### src/rtl/sysreg_bus_initiator.sv
// Initiator side of the system-register bus: takes one request at a time from
// execute, issues a single-cycle rd_en/wr_en strobe and returns data or a read timeout.
module sysreg_bus_initiator #(
  parameter int DATA_W  = 64,
  parameter int TIMEOUT = 16
) (
  input  logic              clk,
  input  logic              rst_n,
  input  logic              req_valid,
  output logic              req_ready,
  input  logic              req_write,
  input  logic [4:0]        req_group,
  input  logic [2:0]        req_regnum,
  input  logic [1:0]        req_plevel,
  input  logic [DATA_W-1:0] req_wdata,
  output logic              rsp_valid,
  input  logic              rsp_ready,
  output logic [DATA_W-1:0] rsp_rdata,
  output logic              rsp_err,
  output logic              rd_en,
  output logic [4:0]        rd_group,
  output logic [2:0]        rd_regnum,
  output logic [1:0]        rd_plevel,
  input  logic              rd_valid,
  input  logic [DATA_W-1:0] rd_val,
  output logic              wr_en,
  output logic [4:0]        wr_group,
  output logic [2:0]        wr_regnum,
  output logic [1:0]        wr_plevel,
  output logic [DATA_W-1:0] wr_val,
  output logic              busy
);

  localparam int CNT_W = $clog2(TIMEOUT);
  localparam logic [CNT_W-1:0] CNT_LAST = CNT_W'(TIMEOUT - 1);

  localparam logic [2:0] S_IDLE     = 3'd0;
  localparam logic [2:0] S_ISSUE_RD = 3'd1;
  localparam logic [2:0] S_WAIT_RD  = 3'd2;
  localparam logic [2:0] S_ISSUE_WR = 3'd3;
  localparam logic [2:0] S_RESP     = 3'd4;

  logic [2:0]       state;
  logic [CNT_W-1:0] cnt;

  assign req_ready = (state == S_IDLE);
  assign busy      = (state != S_IDLE);

  // The bus field registers double as the request holding registers; strobes
  // default low so each one lasts exactly the single issue cycle.
  always_ff @(posedge clk or negedge rst_n) begin
    if (!rst_n) begin
      state     <= S_IDLE;
      cnt       <= '0;
      rsp_valid <= 1'b0;
      rsp_rdata <= '0;
      rsp_err   <= 1'b0;
      rd_en     <= 1'b0;
      rd_group  <= '0;
      rd_regnum <= '0;
      rd_plevel <= '0;
      wr_en     <= 1'b0;
      wr_group  <= '0;
      wr_regnum <= '0;
      wr_plevel <= '0;
      wr_val    <= '0;
    end else begin
      rd_en <= 1'b0;
      wr_en <= 1'b0;
      case (state)
        S_IDLE: begin
          if (req_valid) begin
            if (req_write) begin
              wr_en     <= 1'b1;
              wr_group  <= req_group;
              wr_regnum <= req_regnum;
              wr_plevel <= req_plevel;
              wr_val    <= req_wdata;
              state     <= S_ISSUE_WR;
            end else begin
              rd_en     <= 1'b1;
              rd_group  <= req_group;
              rd_regnum <= req_regnum;
              rd_plevel <= req_plevel;
              state     <= S_ISSUE_RD;
            end
          end
        end
        S_ISSUE_WR: begin
          rsp_valid <= 1'b1;
          rsp_rdata <= '0;
          rsp_err   <= 1'b0;
          state     <= S_RESP;
        end
        S_ISSUE_RD: begin
          cnt   <= '0;
          state <= S_WAIT_RD;
        end
        S_WAIT_RD: begin
          // A response arriving in the last count cycle still wins over the timeout.
          if (rd_valid) begin
            rsp_valid <= 1'b1;
            rsp_rdata <= rd_val;
            rsp_err   <= 1'b0;
            state     <= S_RESP;
          end else if (cnt == CNT_LAST) begin
            rsp_valid <= 1'b1;
            rsp_rdata <= '0;
            rsp_err   <= 1'b1;
            state     <= S_RESP;
          end else begin
            cnt <= cnt + 1'b1;
          end
        end
        S_RESP: begin
          if (rsp_ready) begin
            rsp_valid <= 1'b0;
            state     <= S_IDLE;
          end
        end
        default: state <= S_IDLE;
      endcase
    end
  end

endmodule

### config.mk
export PLATFORM = sky130hd
export DESIGN_NAME = sysreg_bus_initiator
export DESIGN_NICKNAME = d
export VERILOG_FILES = /design/src/rtl/sysreg_bus_initiator.sv
export SDC_FILE = /design/constraint.sdc
export NUM_CORES = 1
export LEC_CHECK = 0
export ABC_AREA = 1
export BUFFER_PORTS_ARGS = -buffer_cell sky130_fd_sc_hd__buf_4
export CAP_MARGIN = 20
export CORE_MARGIN = 2
export CORE_UTILIZATION = 42
export DETAILED_ROUTE_END_ITERATION = 6
export GPL_ROUTABILITY_DRIVEN = 0
export PLACE_DENSITY = 0.82
export SLEW_MARGIN = 20
export SYNTH_ARGS = -nofsm -noshare
export SYNTH_HDL_FRONTEND = slang
export SYNTH_SLANG_ARGS = --single-unit
### constraint.sdc
create_clock -name clk -period 1.5 [get_ports clk]
set_input_delay 0 -clock clk [delete_from_list [all_inputs] [get_ports clk]]
set_output_delay 0 -clock clk [all_outputs]
set_load 0.02 [all_outputs]
==> results of run 1 <==
==> final timing paths <==
path | startpoint | to | slack [ps] | cells after the start
worst max-delay path | cnt[1] | rsp_rdata[12] | -7 | 8
worst min-delay path | rst_n | wr_val[5] | 170 | 3
worst max register to register | cnt[1] | rsp_rdata[12] | -7 | 8
worst min register to register | rsp_rdata[5] | rsp_rdata[5] | 470 | 2
max in group asynchronous | rst_n | wr_val[3] | 640 | 3
min in group clk | req_wdata[31] | wr_val[31] | 320 | 4
==> power by group <==
group	switching, mW	internal [mW]
clock	1.70	2.49
sequential	1.17	6.11
combinational	6.08	4.05
==> state kept, by name, summed over array words and instances, names as in the netlist <==
register / flops
cnt: 4
rd_en: 1
rd_group: 5
rd_plevel: 2
rd_regnum: 3
rsp_err: 1
rsp_rdata: 64
rsp_valid: 1
state: 3
wr_en: 1
wr_group: 5
wr_plevel: 2
wr_regnum: 3
wr_val: 64
==> layer usage <==
layer	GRT usage	vias up	part of all wire
li1	-	3070	-
met1	0.320	3188	0.36
met2	0.471	421	0.49
met3	0.0827	88	0.093
met4	0.160	0	0.054
met5	0	-	0
==> synthesized netlist by cell type <==
cell type	n	share of area
nand2_1	390	0.23
dfrtp_1	159	0.63
o21ai_0	66	0.052
buf_6	15	0.027
clkbuf_1	12	0.0071
o21ai_1	10	0.0079
nand3_1	9	0.0071
buf_2	8	0.0063
inv_1	7	0.0042
nor2_1	6	0.0036
buf_4	4	0.0047
nand4_1	4	0.0040
inv_2	3	0.0018
nor2_4	3	0.0053
nand2_2	2	0.0020
ha_1	1	0.0020
nor2_8	1	0.0032
nor3_1	1	0.00079
o21ai_2	1	0.0014
==> worst max-delay path, delay by kind of cell, from the launching register on <==
kind	cells	cell delay (ps)
AO/OA/AOI/OAI	1	160
AND/OR/NAND/NOR	4	330
flip-flops	1	410
adder cells (fa/ha/maj)	1	210
buffers and inverters	2	320
==> per-stage QoR <==
| stage | std cells | setup slack, ps | TNS, ps | area [µm²] | power (mW) |
|---|---|---|---|---|---|
| floorplan | 702 | 81.7 | 0 | 6330 | 12.1 |
| finish | 1345 | -7.30 | -7.30 | 10900 | 21.6 |
| detailed placement | 1162 | 44.0 | 0 | 8730 | 16.4 |
| global route | 1344 | -70.1 | -117 | 10900 | 22.7 |
| global placement | 1162 | 107 | 0 | 8730 | 16.1 |
| CTS | 1338 | 1.73 | 0 | 10700 | 20.9 |
==> final cells by class <==
cell class                 instances  area [µm²]  area share
timing repair buffer             465        4010       0.368
antenna                            1        2.50    0.000230
inverter                          10        37.5     0.00345
clock buffer                      22         454      0.0417
multi-input combinational        494        2050       0.189
sequential                       159        3980       0.366
clock inverter                    10         114      0.0105
tap                              184         230      0.0212
==> cells by family (layout without fill, tap and decap cells) <==
| kind of cell | after synthesis | after routing | synth area share |
|---|---|---|---|
| adders and majority gates | 1 | 1 | 0.00198 |
| and+or+nand+nor | 416 | 416 | 0.257 |
| AOI/OAI and AO/OA | 77 | 77 | 0.0615 |
| other | 0 | 1 | 0 |
| DFF | 159 | 159 | 0.629 |
| buffers and inverters | 49 | 507 | 0.0508 |
==> what timing repair did <==
action,4_1_cts,5_1_grt
resized for setup,1,9
pin swaps,0,2
buffers inserted,0,2
endpoints found under the setup margin,1,77
hold buffers,144,0
hold endpoints to repair,312,0
gates cloned,0,4
==> flow_results.org, run 1 <==
** Run status
- Status :: finished with violations
- Failing checks :: setup timing

** Global routing
- The total overflow left after global routing is 0.
- Entering global routing, the biggest net connects 83 pins.
- The via count of the first global-routing pass was ~6900.
- In the global route stage, overall resource usage came out at 0.280.
- Initial antenna violation count :: 0
- The first global-routing pass estimated roughly 35000 µm of wire.

** Clocking
- In this run the number of H-tree levels came out at 4.
- TritonCTS created 17 clock buffers.
- Maximum root-to-sink buffer count :: 2
- TritonCTS built the clock tree.
- Clock Sinks :: 159
- The tree is rooted in a clkbuf_16.
- The later pin in the worst-skew pair is clocked with a latency of 410 ps.
- Worst-path clk slew :: roughly 60 ps

** Detailed routing
- Vias :: between 6000 and 7000
- Vias per cell :: about 5.0
- Number of DRC violations after detailed routing :: 0
- Residual antenna-violating net count after detailed routing :: 0
- Number of DRC markers in iteration 0 :: 418
- Average detailed-routed wire length per instance :: between 15 and 20 µm
- The routed design has 23500 µm of wire.
- The first detailed-routing pass took 4 iterations.

** Timing
- The smallest clock period supported by the final layout is computed as between 1500 and 2000 ps.
- The number of slew-limit violations in the final report came to 0.
- Relative slew margins :: 0.706
- At the pin with the least slew margin, the transition time is between 400 and 500 ps.
- On the final layout, the worst clock skew is 8.04 ps.
- Fmax :: between 0.6 and 0.7 GHz
- Number of setup violations in the final report :: 1
- Minimum setup slack in the final design :: -7.30 ps
- Final count of hold timing violations :: 0
- Setup repair after global routing could not meet its margin everywhere.
- Final period utilization :: 1.00
- Across all hold checks on the routed design, the worst slack comes to around 170 ps.

** Critical path
- STA classifies the critical path startpoint as a flip-flop.
- On the worst path, the slowest cell contributes a delay of around 400 ps.
- The worst setup path is captured at a flip-flop.
- Most repeated library cell on the critical path :: nand2_1
- Worst path required time :: 1840 ps
- Slowest-stage cell, CP :: dfrtp_1
- Of all nets on the critical path, the largest fanout is 13.
- Walking the worst path, the cells encountered are ha_2, nand3_2, nand2_2, o21ai_4, buf_12, clkbuf_16, nand2_1, nand2_1.
- Arrival time at the worst endpoint :: between 1500 and 2000 ps
- Critical setup path kind :: flip-flop to flip-flop

** Finish
- Final Net Count :: 1292
- Leaving out fill and tap cells, the most frequent cells in the layout are nand2_1 (388), buf_4 (307), dfrtp_1 (158).
- Of the cells placed in the final design, the portion with a size suffix greater than 1 is 0.314.
- Post-Route Utilization :: 0.743
- The library cell used most frequently in the layout, excluding fill and tap cells, is nand2_1.
- The filler cells instantiated in the layout total between 800 and 900.
- The area growth from synthesis to layout is 71.9%.

** Floorplan
- Boundary Pins :: 298
- The die covers 16100 µm².
- For this configuration, the core starts out at a cell density of 0.432.
- The core region is about 15000 µm².
- In this run the horizontal extent of the chip is approximately 130 µm.
- Row Count :: 44
- Height of the chip :: 127 µm

** Synthesis
- The share of the Yosys chip area taken by registers is 0.629.
- The number of different library cells used by synthesis comes to 19.
- In this run, synthesis produced a sequential element count of between 150 and 200.
- Post-synth net total :: ~850
- Post-synthesis area per instance :: around 9.0 µm²
- Total of warnings raised by yosys :: 0
- Post-synthesis instance total :: 702
- Area of the mapped netlist :: roughly 6300 µm²

** Placed design
- Port bufs :: slightly below 300
- HPWL after detailed placement :: between 10000 and 15000 µm

** Power
- Power density over cell area :: 1980 nW/µm²
- Leakage Power :: 5.85 nW
- Across the VDD grid, the largest voltage drop is around 0.0012 V.

** Job
- Max cap viols :: 0

** Worst hold path
- The tightest min-delay check is of the primary input to async pin type.
(Power assumes the default switching activity.)
==> run 2, diff against run 1 <==
--- a/config.mk
+++ b/config.mk
@@ -7,7 +7,7 @@
 export LEC_CHECK = 0
 export ABC_AREA = 1
 export BUFFER_PORTS_ARGS = -buffer_cell sky130_fd_sc_hd__buf_4
-export CAP_MARGIN = 20
+export CORE_ASPECT_RATIO = 0.9
 export CORE_MARGIN = 2
 export CORE_UTILIZATION = 42
 export DETAILED_ROUTE_END_ITERATION = 6
==> run 2 against run 1 <==
The run now ends clean. Count of clock-buffer cells in the layout up 3. Setup slack better by 19 ps. Sequential cell count unchanged. Clock power up 2%. Wire length up 10%.
==> flow_results.org, run 2 (synthesis gave the netlist of run 1 again) <==
** Critical path
- Worst-path fanout max :: 23 (+10)
- The worst register-to-register path begins at state[2].
- Critical path startpoint category :: flip-flop
- The critical path in this run is classified as flip-flop to flip-flop.
- The critical path required time was 1850 ps (about the same).
- The setup slack of the worst register-to-register path came to 10 ps (+20 ps).
- The worst setup path is captured at a flip-flop.
- Register-to-Register Path Depth :: 7 (-1)
- Arrival time at the worst endpoint :: 1840 ps (about the same)
- In this run the critical register-to-register path is captured at wr_val[38].

** Detailed routing
- The number of nets with antenna violations after routing was 0 (unchanged).
- The average wire per standard cell is 18.9 µm (+8.1%).
- Number of DRC markers in iteration 0 :: 547 (+31%)
- Vias per cell :: 5.18 (+3.0%)
- The detailed-route DRC error count is 0 (unchanged).
- The first-pass detailed-route iteration total came to 5 (+1).
- Aggregate routed wire length :: 25900 µm (+10%)
- The total via count in the routed design is 7101 (+4.9%).

** Clocking
- Clock insertion delay at the later pin of the skew report :: 430 ps (+20 ps)
- The post-CTS clock slew at the launch and capture registers of the worst setup and hold paths was 60 ps (about the same).
- TritonCTS built the clock tree.
- Clock Sinks :: 159 (unchanged)
- Maximum root-to-sink buffer count :: 2 (unchanged)
- Clock buffer count from CTS :: 17 (unchanged)
- The number of H-tree levels was 4 (unchanged).
- CTS root buf :: clkbuf_16

** Power
- The net switching power of the design was 9.43 mW (+5.4%).
- The sequential power share is 0.323 (-0.014).
- Power density over cell area :: 2030 nW/µm² (+2.3%)
- The overall power consumption came to 22.6 mW (+4.8%).
- Leakage Power :: 5.97 nW (+2.2%)
- Portion of total power attributed to combinational logic :: 0.489 (+0.020)
- Power share of the clock group :: 0.189 (-0.005)
- The internal power summed over all cells was 13.2 mW (+4.3%).
- IR Drop Worst-Case VDD :: 0.00142 V (+23%)
- Fraction of power spent switching nets :: 0.417 (+0.00234)

** Global routing
- The aggregate global-route resource usage is 0.302 (+0.0213).
- Initial antenna violation count :: 1 (+1)
- The total congestion overflow after global routing came to 0 (unchanged).
- The maximum number of pins on one net before global-route repair is 75 (-9.6%).
- The via count of the first global-routing pass came to 7202 (+4.8%).
- The first-pass GRT wire length came to 37600 µm (+6.9%).

** Job
- The number of max-cap violations came to 0 (unchanged).

** Timing
- Post-route minimum period :: 1490 ps (-19.2 ps)
- Worst hold slack after final layout :: 79.3 ps (-88.0 ps)
- Number of setup violations in the final report :: 0 (-1)
- The worst setup skew after layout is 14.7 ps (+6.61 ps).
- The relative max-transition margin was 0.690 (-0.0168).
- The final clock period utilization by the worst path is 0.992 (-0.0128).
- The final number of hold-violating endpoints is 0 (unchanged).
- Fmax :: 0.672 GHz (+1.3%)
- Setup repair after global routing could not meet its margin everywhere.
- The number of slew-limit violations in the final report was 0 (unchanged).
- The setup slack after layout came to 11.9 ps (+19.2 ps).
- The transition time of the tightest slew-check pin was 466 ps (+25.2 ps).

** Finish
- Fill cell total of the finished layout :: 880 (-0.11%)
- The final cell count without fillers came to 1370 (+1.9%).
- The area growth from synthesis to layout is 76.0%.
- Commonest cells after routing, fill and taps aside :: nand2_1 (385), buf_4 (309), dfrtp_1 (158)
- Share of post-route cells with drive strength above 1 :: 0.325 (+0.0107)
- Final Net Count :: 1303 (+0.85%)
- Most common library cell in the layout ignoring fill and taps :: nand2_1
- In the final layout, the registers with the most flip-flops are rsp_rdata: 64 flops, wr_val: 64 flops.

** Placed design
- The number of port buffers came to 297 (unchanged).
- The worst-case setup slack after placement was 31.2 ps (-12.8 ps).
- Placed insts :: 1180 (+1.5%)
- HPWL after detailed placement :: 12600 µm (-0.65%)

** Run status
- Status :: completed

** Floorplan
- Boundary Pins :: 298 (unchanged)
- Height of the chip :: 120 µm (-5.0%)
- Die X :: 133 µm (+5.2%)
- Row Count :: 42 (-4.5%)
- The floorplan die area came to 16100 µm² (about the same).
- The starting density of the core came to 0.430 (-0.00206).
- Area of the core :: 14700 µm² (+0.48%)

** Worst hold path
- Worst Hold Class :: primary input to async pin
[run 2: critical path: stages (launching register included)]
cell     delay (ps)
dfrtp_2         460
nor2_4          150
nand2_4         110
nor2_4          130
buf_12          190
buf_12          180
nand2_1          70
nand2_1         110
[run 2: cell type report]
| type | instances | area [µm²] | area share |
|---|---|---|---|
| clock buffer | 25 | 505 | 0.0454 |
| clock inverter | 7 | 76.3 | 0.00685 |
| antenna | 1 | 2.50 | 0.000225 |
| timing repair buffer | 476 | 4230 | 0.380 |
| sequential | 159 | 3980 | 0.357 |
| tap | 198 | 248 | 0.0222 |
| inverter | 10 | 37.5 | 0.00337 |
| multi-input combinational | 494 | 2060 | 0.185 |
[run 2: power by group through the flow]
stage	logic (mW)	clock network [mW]	registers (mW)
after floorplan	2.94	0	9.21
after global placement	9.11	0	7.09
after detailed placement	9.31	0	7.15
after CTS	9.87	4.27	7.11
after global routing	11.6	4.51	7.48
final	11.1	4.27	7.31
[run 2: what timing repair did]
item                                   in CTS  in global routing
pin swaps                                   1                  3
gates cloned                                1                  8
endpoints found under the hold margin     312                  0
setup buffers                               1                  4
setup endpoints to repair                   1                 50
resized for setup                           2                 16
hold buffers                              143                  0
[run 2: stage by stage]
step	TNS, ps	cell area [µm²]	util
global route	-190	11100	0.757
detailed placement	0	8850	0.602
finish	0	11100	0.757
global placement	0	8850	0.602
CTS	0	10900	0.742
floorplan	0	6330	-
[run 2: per-layer routing]
layer,share of wire,vias to the layer above,global-route usage
li1,-,3099,-
met1,0.36,3355,0.345
met2,0.49,528,0.524
met3,0.095,119,0.0784
met4,0.054,0,0.154
met5,0,-,0
[run 2: how the worst max path moves through the flow]
stage	startpoint	cells past startpoint	endpoint
3_5_place_dp	cnt[1]	7	rsp_rdata[27]
6_report	state[2]	7	wr_val[38]
5_1_grt	cnt[1]	8	rsp_rdata[10]
3_3_place_gp	cnt[1]	7	rsp_rdata[47]
4_1_cts	cnt[1]	7	rsp_rdata[27]
2_1_floorplan	cnt[0]	7	rsp_valid
==> run 3, diff against run 2 <==
--- a/config.mk
+++ b/config.mk
@@ -10,9 +10,10 @@
 export CORE_ASPECT_RATIO = 0.9
 export CORE_MARGIN = 2
 export CORE_UTILIZATION = 42
+export CTS_BUF_LIST = sky130_fd_sc_hd__clkbuf_16
 export DETAILED_ROUTE_END_ITERATION = 6
 export GPL_ROUTABILITY_DRIVEN = 0
-export PLACE_DENSITY = 0.82
+export PLACE_DENSITY = 0.76
 export SLEW_MARGIN = 20
 export SYNTH_ARGS = -nofsm -noshare
 export SYNTH_HDL_FRONTEND = slang
==> constraint.sdc (replaced) <==
create_clock -name clk -period 1.5 [get_ports clk]
set_input_delay 0.075 -clock clk [delete_from_list [all_inputs] [get_ports clk]]
set_output_delay 0.075 -clock clk [all_outputs]
set_load 0.02 [all_outputs]
==> run 3 against run 2 <==
Total power rose by 2.2%. Global-route usage is 1.7 points lower. Register-to-register slack worse by 30 ps. The flow now finishes with violations (setup timing). Critical path depth grew 1. Highest routed layer unchanged. Clock skew down 1.7 ps. Core utilization rose by 2.3 points. Critical path type unchanged.
==> flow_results.org, run 3 (synthesis gave the netlist of run 1 again) <==
** Worst hold path
- The path class of the tightest hold or removal check is primary input to flip-flop.
- The worst hold path passes through 5 cells.

** Floorplan
- Row Count :: 42 (unchanged)
- Area of the core :: 14700 µm² (unchanged)
- The floorplan die area came to 16100 µm² (unchanged).
- The floorplan die height was 120 µm (unchanged).
- Boundary Pins :: 298 (unchanged)
- Die X :: 133 µm (unchanged)
- The starting density of the core was 0.430 (unchanged).

** Placed design
- Cell area after placement :: 8770 µm² (-0.96%)
- HPWL after detailed placement :: 12600 µm (+0.29%)
- Placed insts :: 1177 (-0.25%)
- The number of port buffers came to 297 (unchanged).
- Placement Setup Slack :: 27.1 ps (-4.07 ps)

** Global routing
- First-pass GRT wire length :: 35600 µm (-5.1%)
- The maximum number of pins on one net before global-route repair came to 75 (unchanged).
- Number of global-route vias before repair :: 6863 (-4.7%)
- Remaining global-route overflow :: 0 (unchanged)
- The number of antenna violations at the first check in global routing came to 1 (unchanged).
- Total routing resource utilization after global routing :: 0.284 (-0.0174)

** Detailed routing
- The average wire per standard cell was 18.8 µm (-0.63%).
- Vias :: 7099 (-0.028%)
- Detailed-router iteration count before antenna repair :: 5 (unchanged)
- The total routed wirelength was 25900 µm (-0.12%).
- Number of DRC markers in iteration 0 :: 457 (-16%)
- The vias per cell is 5.16 (-0.54%).
- The number of nets with antenna violations after routing was 0 (unchanged).
- Number of DRC violations after detailed routing :: 0 (unchanged)

** Critical path
- Critical setup path kind :: flip-flop to flip-flop
- The number of buffer and inverter instances along the worst setup path is 2 (unchanged).
- Type of destination of the critical path :: flip-flop
- The worst setup path is launched from a flip-flop.
- The data arrival at the endpoint of the critical path is 1860 ps (+20 ps).
- Largest delay share family, worst path :: flip-flops
- Worst path required time :: 1850 ps (about the same)
- Worst-path fanout max :: 12 (-48%)
- Slowest-stage cell, CP :: dfrtp_1
- Register-to-Register Path Depth :: 8 (+1)
- Highest cell delay on the worst timing path :: 410 ps (-50 ps)
- The depth of the critical timing path with buffers and inverters included came to 8 (+1).
- Cells along the critical path :: ha_2, nand3_2, nand2_2, o21ai_4, buf_12, buf_12, nand2_1, nand2_1

** Clocking
- The cell sitting at the root of the clock tree is a clkbuf_16.
- TritonCTS clock tree :: done
- The clock net sink count came to 159 (unchanged).
- Clock buffer count from CTS :: 17 (unchanged)
- The maximum number of buffers from clock root to sink came to 2 (unchanged).
- Clock insertion delay at the later pin of the skew report :: 420 ps (about the same)
- CTS H-tree lvls :: 4 (unchanged)
- The post-CTS clock slew at the launch and capture registers of the worst setup and hold paths was 60 ps (about the same).

** Power
- The overall power consumption came to 23.1 mW (+2.2%).
- The cell leakage power came to 6.13 nW (+2.6%).
- The peak ir drop on the vdd network is 0.00113 V (-21%).
- Power density over cell area :: 2020 nW/µm² (-0.76%)

** Finish
- The final standard cell utilization of the core came to 0.780 (+0.0226).
- Leaving out fill and tap cells, the most frequent cell in the layout is nand2_1.
- Area taken by multi-input logic gates :: 2240 µm² (+8.4%)
- Share of post-route cells with drive strength above 1 :: 0.371 (+0.0465)
- The post-route cell area was 11500 µm² (+3.0%).
- In the layout the commonest cells are nand2_1 (337), buf_4 (312), dfrtp_1 (157).
- The final cell count without fillers came to 1377 (+0.51%).
- The area growth from synthesis to layout is 81.3%.
- The number of fill cells is 826 (-6.1%).
- The largest registers in the layout are rsp_rdata: 64 flops, wr_val: 64 flops.
- Final Net Count :: 1311 (+0.61%)
- Reg area :: 3980 µm² (about the same)

** Run status
- The checks that failed: setup timing.
- The run finished, with violations left.

** Timing
- Fmax :: 0.660 GHz (-1.9%)
- Final count of hold timing violations :: 0 (unchanged)
- Relative slew margins :: 0.737 (+0.0473)
- The final-report setup violation count came to 6 (+6).
- Final setup skew :: 12.9 ps (-1.73 ps)
- Slew at the pin closest to its max-slew limit :: 395 ps (-70.9 ps)
- Post-route minimum period :: 1520 ps (+28.2 ps)
- Unrepaired setup endpoints after global routing :: true
- Final period utilization :: 1.01 (+0.0188)
- The setup slack after layout is -16.3 ps (-28.2 ps).
- The number of slew-limit violations in the final report is 0 (unchanged).

** Job
- Max cap viols :: 0 (unchanged)
==> run 3: changes by cell type in the layout (fill, tap and decap cells not counted), sizes merged, moves of 3 or more <==
cell,previous run,this run
buf,327,333
bufinv,1,5
clkbuf,30,26
inv,11,14
==> run 3: worst register-to-register path: cells and delay by family (launching register included) <==
kind	cells	cell delay (ps)
fa+ha+maj	1	220
simple gates	4	340
flops	1	410
buf+inv	2	320
compound gates	1	170
==> run 3: routing by layer <==
layer  vias to the layer above  GRT usage  part of all wire  routed length (µm)
met3                       123     0.0872             0.092                2380
met1                      3382      0.333              0.36                9290
met5                         -          0                 0                   0
li1                       3119          -                 -                   -
met2                       475      0.480              0.49               12800
met4                         0      0.133             0.055                1420
==> run 3: path summary, 6_finish.rpt <==
kind	start	end	slack (ps)
hold reg to reg	rsp_rdata[55]	rsp_rdata[55]	470
hold / removal	req_write	state[1]	20
max in group asynchronous	rst_n	rsp_rdata[9]	750
min in group asynchronous	rst_n	wr_val[18]	160
setup reg to reg	cnt[0]	rsp_rdata[45]	-20
setup / recovery	cnt[0]	rsp_rdata[45]	-20
==> run 3: power by group <==
group          switching (mW)  internal (mW)
Clock                    1.75           2.92
Sequential               1.14           6.11
Combinational            6.54           4.67
==> run 3: area by class of cell <==
class / instances / share of cell area
repair buffers: 484 / 0.378
clock buffers: 17 / 0.0371
multi-input cells: 494 / 0.195
inverters: 10 / 0.00349
clock inverters: 14 / 0.0174
diodes: 1 / 0.000218
well taps: 198 / 0.0216
flip-flops and latches: 159 / 0.347
==> run 3: repair_timing <==
| action | 4_1_cts | 5_1_grt |
|---|---|---|
| hold buffers | 142 | 0 |
| setup buffers | 4 | 9 |
| pin swaps | 1 | 43 |
| endpoints found under the hold margin | 311 | 0 |
| cloned | 0 | 14 |
| endpoints found under the setup margin | 2 | 124 |
| gates resized for setup | 2 | 83 |
==> run 3: per-stage QoR <==
stage | hold WS, ps | setup TNS (ps)
floorplan | -221 | 0
global placement | 11.4 | 0
detailed placement | 12.4 | 0
CTS | 8.87 | 0
global route | 62.0 | -2010
finish | 23.4 | -42.8
